## config.mk

```make
export PLATFORM = sky130hd
export DESIGN_NAME = sha256_padder
export DESIGN_NICKNAME = d
export VERILOG_FILES = /design/src/rtl/sha256_pkg.sv /design/src/rtl/sha256_skid.sv /design/src/rtl/sha256_padder.sv
export SDC_FILE = /design/constraint.sdc
export NUM_CORES = 1
export LEC_CHECK = 0
export CORE_ASPECT_RATIO = 2
export CORE_UTILIZATION = 49
export CTS_BUF_LIST = sky130_fd_sc_hd__clkbuf_4 sky130_fd_sc_hd__clkbuf_8
export DETAILED_ROUTE_END_ITERATION = 6
export PLACE_DENSITY = 0.78
export SKIP_LAST_GASP = 1
export SLEW_MARGIN = 5
export SYNTH_ARGS = -nofsm -noshare
export SYNTH_HDL_FRONTEND = slang
export SYNTH_SLANG_ARGS = --single-unit
```

## constraint.sdc

```tcl
create_clock -name clk -period 3.9 [get_ports clk]
set_input_delay 0.39 -clock clk [delete_from_list [all_inputs] [get_ports clk]]
set_output_delay 0.39 -clock clk [all_outputs]
set_load 0.01 [all_outputs]
```

## src/rtl/sha256_pkg.sv

```systemverilog
// Shared state encoding, padding constants and word helpers for the SHA-256 padder.
package sha256_pkg;

  localparam int          BLOCK_WORDS = 16;
  localparam logic [31:0] PAD_WORD    = 32'h8000_0000;

  typedef enum logic [2:0] {
    ST_IDLE  = 3'd0,
    ST_MSG   = 3'd1,
    ST_PAD   = 3'd2,
    ST_ZERO  = 3'd3,
    ST_LENHI = 3'd4,
    ST_LENLO = 3'd5
  } state_e;

  // Zero words needed so that L + 3 + Z is a multiple of 16; only L mod 16 matters.
  function automatic logic [3:0] zero_words(input logic [3:0] len_lo);
    return 4'd0 - (len_lo + 4'd3);
  endfunction

  function automatic logic [31:0] bswap32(input logic [31:0] w);
    return {w[7:0], w[15:8], w[23:16], w[31:24]};
  endfunction

endpackage

```

## src/rtl/sha256_skid.sv

```systemverilog
// Two-entry output buffer absorbing downstream backpressure; entry 0 drives the outputs.
module sha256_skid #(
  parameter int W = 33
) (
  input  logic         clk,
  input  logic         reset_n,
  input  logic         push_i,
  input  logic [W-1:0] push_data_i,
  input  logic         pop_i,
  output logic         out_valid_o,
  output logic [W-1:0] out_data_o,
  output logic [1:0]   count_o
);

  logic [W-1:0] e0_q, e0_d, e1_q, e1_d;
  logic [1:0]   cnt_q, cnt_d, cnt_pop_s;

  // Shift on pop, then write the new entry into the first free slot.
  always_comb begin
    cnt_pop_s = cnt_q - {1'b0, pop_i};
    e1_d      = e1_q;
    if (pop_i) begin
      e0_d = e1_q;
    end else begin
      e0_d = e0_q;
    end
    if (push_i) begin
      if (cnt_pop_s == 2'd0) begin
        e0_d = push_data_i;
      end else begin
        e1_d = push_data_i;
      end
    end else begin
      e1_d = e1_d;
    end
    cnt_d = cnt_pop_s + {1'b0, push_i};
  end

  // Buffer storage with synchronous reset.
  always_ff @(posedge clk) begin
    if (!reset_n) begin
      e0_q  <= {W{1'b0}};
      e1_q  <= {W{1'b0}};
      cnt_q <= 2'd0;
    end else begin
      e0_q  <= e0_d;
      e1_q  <= e1_d;
      cnt_q <= cnt_d;
    end
  end

  assign out_valid_o = (cnt_q != 2'd0);
  assign out_data_o  = e0_q;
  assign count_o     = cnt_q;

endmodule

```

## src/rtl/sha256_padder.sv

```systemverilog
// SHA-256 message padder: streams message words, 0x80000000, zero fill and 64-bit bit length.
// Define SHA256_PAD_BSWAP_EN to byte-reverse message words (padding/length words untouched).
module sha256_padder
  import sha256_pkg::*;
#(
  parameter int ADDR_W = 16,
  parameter int LEN_W  = 8
) (
  input  logic              clk,
  input  logic              reset_n,
  input  logic              start,
  input  logic [ADDR_W-1:0] message_addr,
  input  logic [LEN_W-1:0]  msg_words,
  output logic [ADDR_W-1:0] mem_addr,
  input  logic [31:0]       mem_read_data,
  output logic              w_valid,
  input  logic              w_ready,
  output logic [31:0]       w_data,
  output logic              w_blk_last,
  output logic              w_msg_last,
  output logic              busy,
  output logic              done
);

  state_e              state_q, state_d, next_s, eff_state_s;
  logic [LEN_W-1:0]    len_q, len_d, cnt_q, cnt_d, eff_len_s, eff_cnt_s;
  logic [3:0]          zero_q, zero_d, eff_zero_s, blk_q, blk_d;
  logic [ADDR_W-1:0]   addr_q, addr_d, eff_addr_s;
  logic                lensent_q, lensent_d, done_q, done_d;
  logic                infl_q, infl_msg_q, infl_last_q;
  logic [31:0]         infl_const_q, msg_word_s;
  logic                pop_s, final_s, accept_s, credit_s;
  logic                issue_s, issue_msg_s, issue_last_s;
  logic [31:0]         issue_const_s;
  logic [2:0]          occ_s;
  logic [1:0]          skid_cnt_s;
  logic                skid_valid_s;
  logic [32:0]         skid_data_s;

  // Issue side: a word may be issued only if it is guaranteed a buffer slot when its data lands.
  always_comb begin
    pop_s    = w_valid && w_ready;
    final_s  = pop_s && w_msg_last;
    accept_s = reset_n && (state_q == ST_IDLE) && start && !done_q;
    occ_s    = {1'b0, skid_cnt_s} + {2'b00, infl_q} - {2'b00, pop_s};
    credit_s = reset_n && (occ_s <= 3'd1);
    if (state_q == ST_IDLE) begin
      eff_state_s = accept_s ? ((msg_words != {LEN_W{1'b0}}) ? ST_MSG : ST_PAD) : ST_IDLE;
      eff_len_s   = msg_words;
      eff_cnt_s   = {LEN_W{1'b0}};
      eff_zero_s  = zero_words(msg_words[3:0]);
      eff_addr_s  = message_addr;
    end else begin
      eff_state_s = state_q;
      eff_len_s   = len_q;
      eff_cnt_s   = cnt_q;
      eff_zero_s  = zero_q;
      eff_addr_s  = addr_q + ADDR_W'(1);
    end
    next_s        = eff_state_s;
    len_d         = eff_len_s;
    cnt_d         = eff_cnt_s;
    zero_d        = eff_zero_s;
    addr_d        = addr_q;
    lensent_d     = final_s ? 1'b0 : lensent_q;
    done_d        = final_s;
    issue_s       = 1'b0;
    issue_msg_s   = 1'b0;
    issue_last_s  = 1'b0;
    issue_const_s = 32'h0000_0000;
    if (credit_s) begin
      case (eff_state_s)
        ST_MSG: begin
          issue_s     = 1'b1;
          issue_msg_s = 1'b1;
          addr_d      = eff_addr_s;
          cnt_d       = eff_cnt_s + LEN_W'(1);
          next_s      = (eff_cnt_s == eff_len_s - LEN_W'(1)) ? ST_PAD : ST_MSG;
        end
        ST_PAD: begin
          issue_s       = 1'b1;
          issue_const_s = PAD_WORD;
          next_s        = (eff_zero_s == 4'd0) ? ST_LENHI : ST_ZERO;
        end
        ST_ZERO: begin
          issue_s = 1'b1;
          zero_d  = eff_zero_s - 4'd1;
          next_s  = (eff_zero_s == 4'd1) ? ST_LENHI : ST_ZERO;
        end
        ST_LENHI: begin
          issue_s = 1'b1;
          next_s  = ST_LENLO;
        end
        ST_LENLO: begin
          // The state is held until this word leaves the buffer, so it is issued once.
          if (!lensent_q) begin
            issue_s       = 1'b1;
            issue_last_s  = 1'b1;
            issue_const_s = {{(32-LEN_W-5){1'b0}}, eff_len_s, 5'b0_0000};
            lensent_d     = 1'b1;
          end else begin
            issue_s = 1'b0;
          end
        end
        default: issue_s = 1'b0;
      endcase
    end else begin
      issue_s = 1'b0;
    end
    if (final_s) begin
      state_d = ST_IDLE;
    end else begin
      state_d = next_s;
    end
    blk_d = pop_s ? (blk_q + 4'd1) : blk_q;
  end

`ifdef SHA256_PAD_BSWAP_EN
  assign msg_word_s = bswap32(mem_read_data);
`else
  assign msg_word_s = mem_read_data;
`endif

  // Control state plus the one-deep read pipeline that meets the memory's data latency.
  always_ff @(posedge clk) begin
    if (!reset_n) begin
      state_q      <= ST_IDLE;
      len_q        <= {LEN_W{1'b0}};
      cnt_q        <= {LEN_W{1'b0}};
      zero_q       <= 4'd0;
      addr_q       <= {ADDR_W{1'b0}};
      lensent_q    <= 1'b0;
      done_q       <= 1'b0;
      blk_q        <= 4'd0;
      infl_q       <= 1'b0;
      infl_msg_q   <= 1'b0;
      infl_last_q  <= 1'b0;
      infl_const_q <= 32'h0000_0000;
    end else begin
      state_q      <= state_d;
      len_q        <= len_d;
      cnt_q        <= cnt_d;
      zero_q       <= zero_d;
      addr_q       <= addr_d;
      lensent_q    <= lensent_d;
      done_q       <= done_d;
      blk_q        <= blk_d;
      infl_q       <= issue_s;
      infl_msg_q   <= issue_msg_s;
      infl_last_q  <= issue_last_s;
      infl_const_q <= issue_const_s;
    end
  end

  sha256_skid #(.W(33)) u_skid (
    .clk         (clk),
    .reset_n     (reset_n),
    .push_i      (infl_q),
    .push_data_i ({infl_last_q, infl_msg_q ? msg_word_s : infl_const_q}),
    .pop_i       (pop_s),
    .out_valid_o (skid_valid_s),
    .out_data_o  (skid_data_s),
    .count_o     (skid_cnt_s)
  );

  // The address bus parks on the last address read, so it never leaves the message range.
  assign mem_addr   = issue_msg_s ? eff_addr_s : addr_q;
  assign w_valid    = skid_valid_s;
  assign w_data     = skid_data_s[31:0];
  assign w_msg_last = skid_valid_s && skid_data_s[32];
  assign w_blk_last = skid_valid_s && (blk_q == 4'(BLOCK_WORDS - 1));
  assign busy       = (state_q != ST_IDLE);
  assign done       = done_q;

endmodule

```

Word level (Yosys, flattened, before mapping)
Cells that the tools add are included.
{ "totals": {"output_inout_bits": 53, "regBits": 148, "wordCells": 89} }
{ "op_classes": {"n_mux": 31, "n_eq_ne": 8, "n_bitwise": 2, "n_addsub": 11, "n_lt_le_gt_ge": 1, "n_reduce_logical": 21} }
{ "ops": {"columns": ["op", "n"], "rows": [
  ["2-to-1 mux 33 bit", 3],
  ["one-hot mux 32 bit (2 select lines)", 1],
  ["2-to-1 mux 16 bit", 2],
  ["2-to-1 mux 32 bit", 1],
  ["2-to-1 mux 8 bit", 4],
  ["adder 16 x 1 -> 16 bit (second input constant)", 1],
  ["2-to-1 mux 13 bit", 1],
  ["2-to-1 mux 3 bit", 4],
  ["2-to-1 mux 4 bit", 3],
  ["one-hot mux 3 bit (4 select lines)", 1],
  ["adder 8 x 1 -> 8 bit (second input constant)", 1],
  ["== test 8 bit", 1],
  ["logical AND 1 bit", 8],
  ["nonzero test 8 bit", 1],
  ["subtractor 8 x 1 -> 8 bit (second input constant)", 1],
  ["2-to-1 mux 1 bit", 7],
  ["== test 3 x 2 -> 1 bit (second input constant)", 2],
  ["== test 3 bit (second input constant)", 2],
  ["2-to-1 mux 2 bit", 3],
  ["AND reduction 2 bit", 3],
  ["adder 4 x 1 -> 4 bit (second input constant)", 1],
  ["adder 4 x 2 -> 4 bit (second input constant)", 1],
  ["== test 4 x 1 -> 1 bit (second input constant)", 1],
  ["== test 4 bit (second input constant)", 1],
  ["other kinds (19)", 20]
]} }

Longest topological paths before layout
{ "logic_depth": {"word_depth": 10, "ltp_mapped": 20} }

Modules after synthesis
A second synthesis with hierarchy kept.
{ "hier_totals": {"hier_cells": 744, "area_unflattened_um2": 6492.5} }
{ "by_module_without_submodules": {"columns": ["module", "area_each_um2", "n_inst", "cells_each", "seq_area_each_um2"], "rows": [
  ["sha256_padder", 3573.4, 1, 442, 1141.1],
  ["sha256_skid", 2919.0, 1, 302, 1361.3]
]} }

Worst setup path before layout
OpenSTA, ideal clock, no wires.
{ "synth_timing": {"path_type": "register -> output", "start": "register u_skid.cnt_q[1] (netlist: u_skid.count_o[1])", "end": "output mem_addr[6]", "arrival_time_ps": 3835, "path_slack_ps": -325, "stages_incl_launch_ff": 19, "n_path_buf": 4, "path_cell_list": "dfxtp_1 -> nor2_1 -> inv_1 -> nand2_1 -> inv_1 -> clkbuf_1 -> clkbuf_1 -> ha_1 -> inv_1 -> ha_1 -> inv_1 -> fa_1 -> xnor2_1 -> nand3_1 -> or4b_1 -> buf_6 -> buf_6 -> nor2_1 -> a2bb2oi_2"} }
{ "synth_via": {"elab_chain_cells": 7, "elab_cells_between_ends": 8, "cone_classes": "add/sub (2); order compare (1); mux (2); reduce/logical (3)"} }
{ "synth_rtl": {"columns": ["item", "line_no", "rtl"], "rows": [
  ["start: declaration", "sha256_skid.sv:16", "logic [1:0] cnt_q, cnt_d, cnt_pop_s;"],
  ["start signal: assignment", "sha256_skid.sv:48", "cnt_q <= cnt_d;"],
  ["nonzero test 2 bit", "sha256_skid.sv:52", "assign out_valid_o = (cnt_q != 2'd0);"],
  ["via w_valid", "sha256_padder.sv:16", "output logic w_valid,"],
  ["logical AND 1 bit", "sha256_padder.sv:42", "pop_s = w_valid && w_ready;"],
  ["via pop_s", "sha256_padder.sv:32", "logic pop_s, final_s, accept_s, credit_s;"],
  ["subtractor 3 x 1 -> 3 bit", "sha256_padder.sv:45", "occ_s = {1'b0, skid_cnt_s} + {2'b00, infl_q} - {2'b00, pop_s};"],
  ["less-or-equal comparator 3 x 1 -> 1 bit", "sha256_padder.sv:46", "credit_s = reset_n && (occ_s <= 3'd1);"],
  ["logical AND 1 bit", "sha256_padder.sv:46", null],
  ["2-to-1 mux 1 bit", "sha256_padder.sv:71", "if (credit_s) begin"],
  ["2-to-1 mux 16 bit", "sha256_padder.sv:167", "assign mem_addr = issue_msg_s ? eff_addr_s : addr_q;"],
  ["end: declaration", "sha256_padder.sv:14", "output logic [ADDR_W-1:0] mem_addr,"]
]} }
The timed path passes the listed nets, and every way through them passes these cells.

Worst setup path in the final report
{ "layout_timing": {"start": "register u_skid.cnt_q[1] (netlist: u_skid.count_o[1])", "end": "output mem_addr[9]"} }
{ "layout_via": {"elab_chain_cells": 7, "elab_cells_between_ends": 8, "cone_classes": "add/sub (2); order compare (1); mux (2); reduce/logical (3)"} }
{ "layout_rtl": {"columns": ["item", "line_no"], "rows": [
  ["branches (longest 2 deep; another with adder 2 x 1 -> 3 bit)", null],
  ["subtractor 3 x 1 -> 3 bit *", "sha256_padder.sv:45"],
  ["less-or-equal comparator 3 x 1 -> 1 bit *", "sha256_padder.sv:46"],
  ["logical AND 1 bit *", "sha256_padder.sv:46"],
  ["2-to-1 mux 1 bit *", "sha256_padder.sv:71"],
  ["2-to-1 mux 16 bit *", "sha256_padder.sv:167"]
]} }
Mark *: on every way between the ends.

==> results.md <==
- Outcome: finished, final reports clean
- Antenna Nets Post-Route: 0
- Pwr Total: 0.00527 W
- Crit. End Element: output pin
- Grt ovf: 0
- Async set-reset flop share out of synthesis: 0%
- #FFs+latches synth: 125
- Fill cells: 1042
- Rows: 58
- Required time of the critical path: 3.51 ns
- Share of layout cells above drive strength 1: 16.2%
- Worst-Skew Late Latency: 0.45 ns
- Clock slew at the register clock pins of the worst setup and hold paths: 0.08 ns
- Pre-CTS setup slack: -0.429 ns
- Hold Worst Slack: 0.458 ns
- Max Cap Viol: 0
- Syn Area/Cell: 8.06 sq um
- Endpoints failing setup: 0
- Mapped Cells: 779
- Initial antenna violation count: 0
- Max Clk Rate: 260 MHz
- Total wire length: 17000 um
- Worst path most repeated cell: inv_2
- Die Wd: 82.0 um
- Crit-path max cell delay: 0.58 ns
- CTS tree: yes
- Starting Density: 50.0%
- Crit Path Category: flop to output pin
- Worst VDD drop: 0.403 mV
- Pins Over Slew Limit: 0
- Hold path startpoint: u_skid.e1_q[16]$_SDFFE_PN0P_
- Final period demand of the worst path: 3.85 ns
- Multi-input logic area: 3380 sq um
- Buf/Inv on CP: 7
- Post-Route Skew: 0.0162 ns
- EDFF count, synth: 0
- Via count: 5922
- Slew @ Worst Pin: 1.12 ns
- Synth warn: 0
- Seq. cell area: 2510 sq um
- Worst setup margin: 0.0476 ns
- RSZ-0062 raised after global routing: true
- Ant diodes: 0
- Worst r2r src: u_skid.count_o[1]$_SDFF_PN0_
- Pwr Density: 662 nW/um^2
- Pin count of the biggest net entering global routing: 58
- Crit path DAT: 3.46 ns
- First-pass GRT wire length: 26500 um
- Delay-heaviest family, CP: simple AND/OR/NAND/NOR gates
- Hold WC Path Type: flop to flop
- Startpoint types: flop
- Nets: 939
- Most frequent cells in the layout: nand2_1, dfxtp_1, clkdlybuf4s50_1, a21oi_1, nor2_1
- DP HPWL: 11600 um
- Die area: 13300 sq um
- Clock sink count: 125
- Gpl congestion: 0.928
- Root cell of the clock tree: clkbuf_8
- Main synth FF type: dfxtp_1
- WL/cell: 16.5 um
- Vias per std cell: 5.76
- Seq/Total Area, Yosys: 39.9%
- Slew HR: 25.2%
- Detailed-router iteration count before antenna repair: 5
- Tot GR Track Use: 26.0%
- Final period utilization: 98.8%
- Core area: 12600 sq um
- Post-Syn Nets: 852
- DRC viols: 0
- PortBufs: 112
- Io pins: 113
- Critical-path cell list: nor2_4, inv_2, nand2_2, inv_2, ha_4, inv_4, ha_4, inv_2, fa_2, xnor2_2, nand3_2, or4b_4, buf_8, buf_6, a21oi_2, a2bb2oi_2, buf_2
- Inserted Clock Buffers: 17
- Final Hold Fails: 0
- CP max-delay cell: or4b_4
- Synthesis-to-layout area growth: 26.9%
- Commonest non-fill, non-tap cell in the layout: nand2_1
- Critical path startpoint: u_skid.count_o[1]$_SDFF_PN0_
- CTS H-tree depth: 4
- Die height: 162 um
- Synth Cell Area: 6280 sq um
- Clk buf depth: 2
- Critical Path Fanout Max: 4
- Post-synthesis cell type count: 62
- Vias in the first global route: 5902
- DR iter-0 viols: 249
- Pleak: 2.87 nW
## worst paths after layout
| check | end | slack, ns | cells after the start |
|---|---|---|---|
| max reg2reg | state_q[1]$_SDFF_PP0_ | 0.55 | 20 |
| min | u_skid.e1_q[16]$_SDFFE_PN0P_ | 0.46 | 2 |
| max | mem_addr[9] | 0.05 | 17 |
| min reg2reg | u_skid.e1_q[16]$_SDFFE_PN0P_ | 0.46 | 2 |
## layer usage
| metal | track usage [%] | vias up | share of wire, % |
|---|---|---|---|
| met5 | 0 | - | 0 |
| li1 | - | 2864 | - |
| met2 | 48.8 | 232 | 55 |
| met1 | 24.2 | 2772 | 35 |
| met4 | 14.4 | 0 | 4.3 |
| met3 | 6.57 | 54 | 5.6 |
## cell usage after synthesis (all sizes together) (4+ instances only)
cell       n  area, sq um
a211oi    22          165
a21o       4         30.0
a21oi     76          388
a2bb2oi    5         50.0
a311oi    24          210
a31oi      5         37.5
and2      24          150
and3      10         62.6
buf       49          339
clkbuf    38          143
dfxtp    125         2500
ha        12          150
inv       16         65.1
mux2i     17          170
nand2    127          477
nand2b     5         31.3
nand3     38          190
nand4      8         50.1
nor2      63          239
nor3      15         90.1
nor4       7         50.1
o21ai     22          110
xnor2     14          123
xor2      13          114
## metrics by stage
stage          util (%)  TNS, ns  area, sq um  cells
2_1_floorplan         -        0         6290    779
3_3_place_gp       58.6    -4.55         7360    984
3_5_place_dp       58.6    -5.77         7360    984
4_1_cts            63.1   -0.127         7930   1027
5_1_grt            63.4   -0.490         7970   1029
6_report           63.4        0         7970   1029
## cells by family after synthesis
group,Yosys count,share of synthesized area [%]
AND/OR/NAND/NOR,317,24.0
buffers and inverters,103,8.71
flip-flops,125,39.9
AO/OA/AOI/OAI,176,18.1
multiplexers,18,2.89
adder cells (fa/ha/maj),13,2.71
XOR/XNOR,27,3.77
## worst min-delay path, stage by stage, from the launching register on
cell and delay [ns]:
dfxtp_1 0.31, nand2_1 0.05, a21oi_1 0.05
## state kept, by name, indices dropped and copies added, names as in the netlist
signal	count
addr_q	16
u_skid.out_data_o	33
u_skid.e1_q	33
cnt_q	8
u_skid.count_o	2
infl_const_q	9
blk_q	4
lensent_q	1
infl_last_q	1
infl_q	1
zero_q	4
len_q	8
state_q	3
infl_msg_q	1
done	1
## final cells by class
type | count | area share, %
multi-input cells | 551 | 42.5
flip-flops and latches | 125 | 31.5
repair buffers | 155 | 18.0
clock buffers | 19 | 3.20
well taps | 150 | 2.36
clock inverters | 13 | 1.62
inverters | 16 | 0.943
## where the power goes
part	total (W)	switching [W]	internal [W]	leakage, nW
Sequential	0.00181	0.000261	0.00155	1.02
Combinational	0.00236	0.00124	0.00111	1.67
Clock	0.00110	0.000562	0.000539	0.185
## what timing repair did
action | in CTS | in global routing
pin swaps | 2 | 10
gates cloned | 2 | 0
endpoints found under the setup margin | 16 | 16
gates resized for setup | 72 | 43
setup buffers | 9 | 4
hold buffers | 0 | 0
Power figures use the tool's default switching activity.
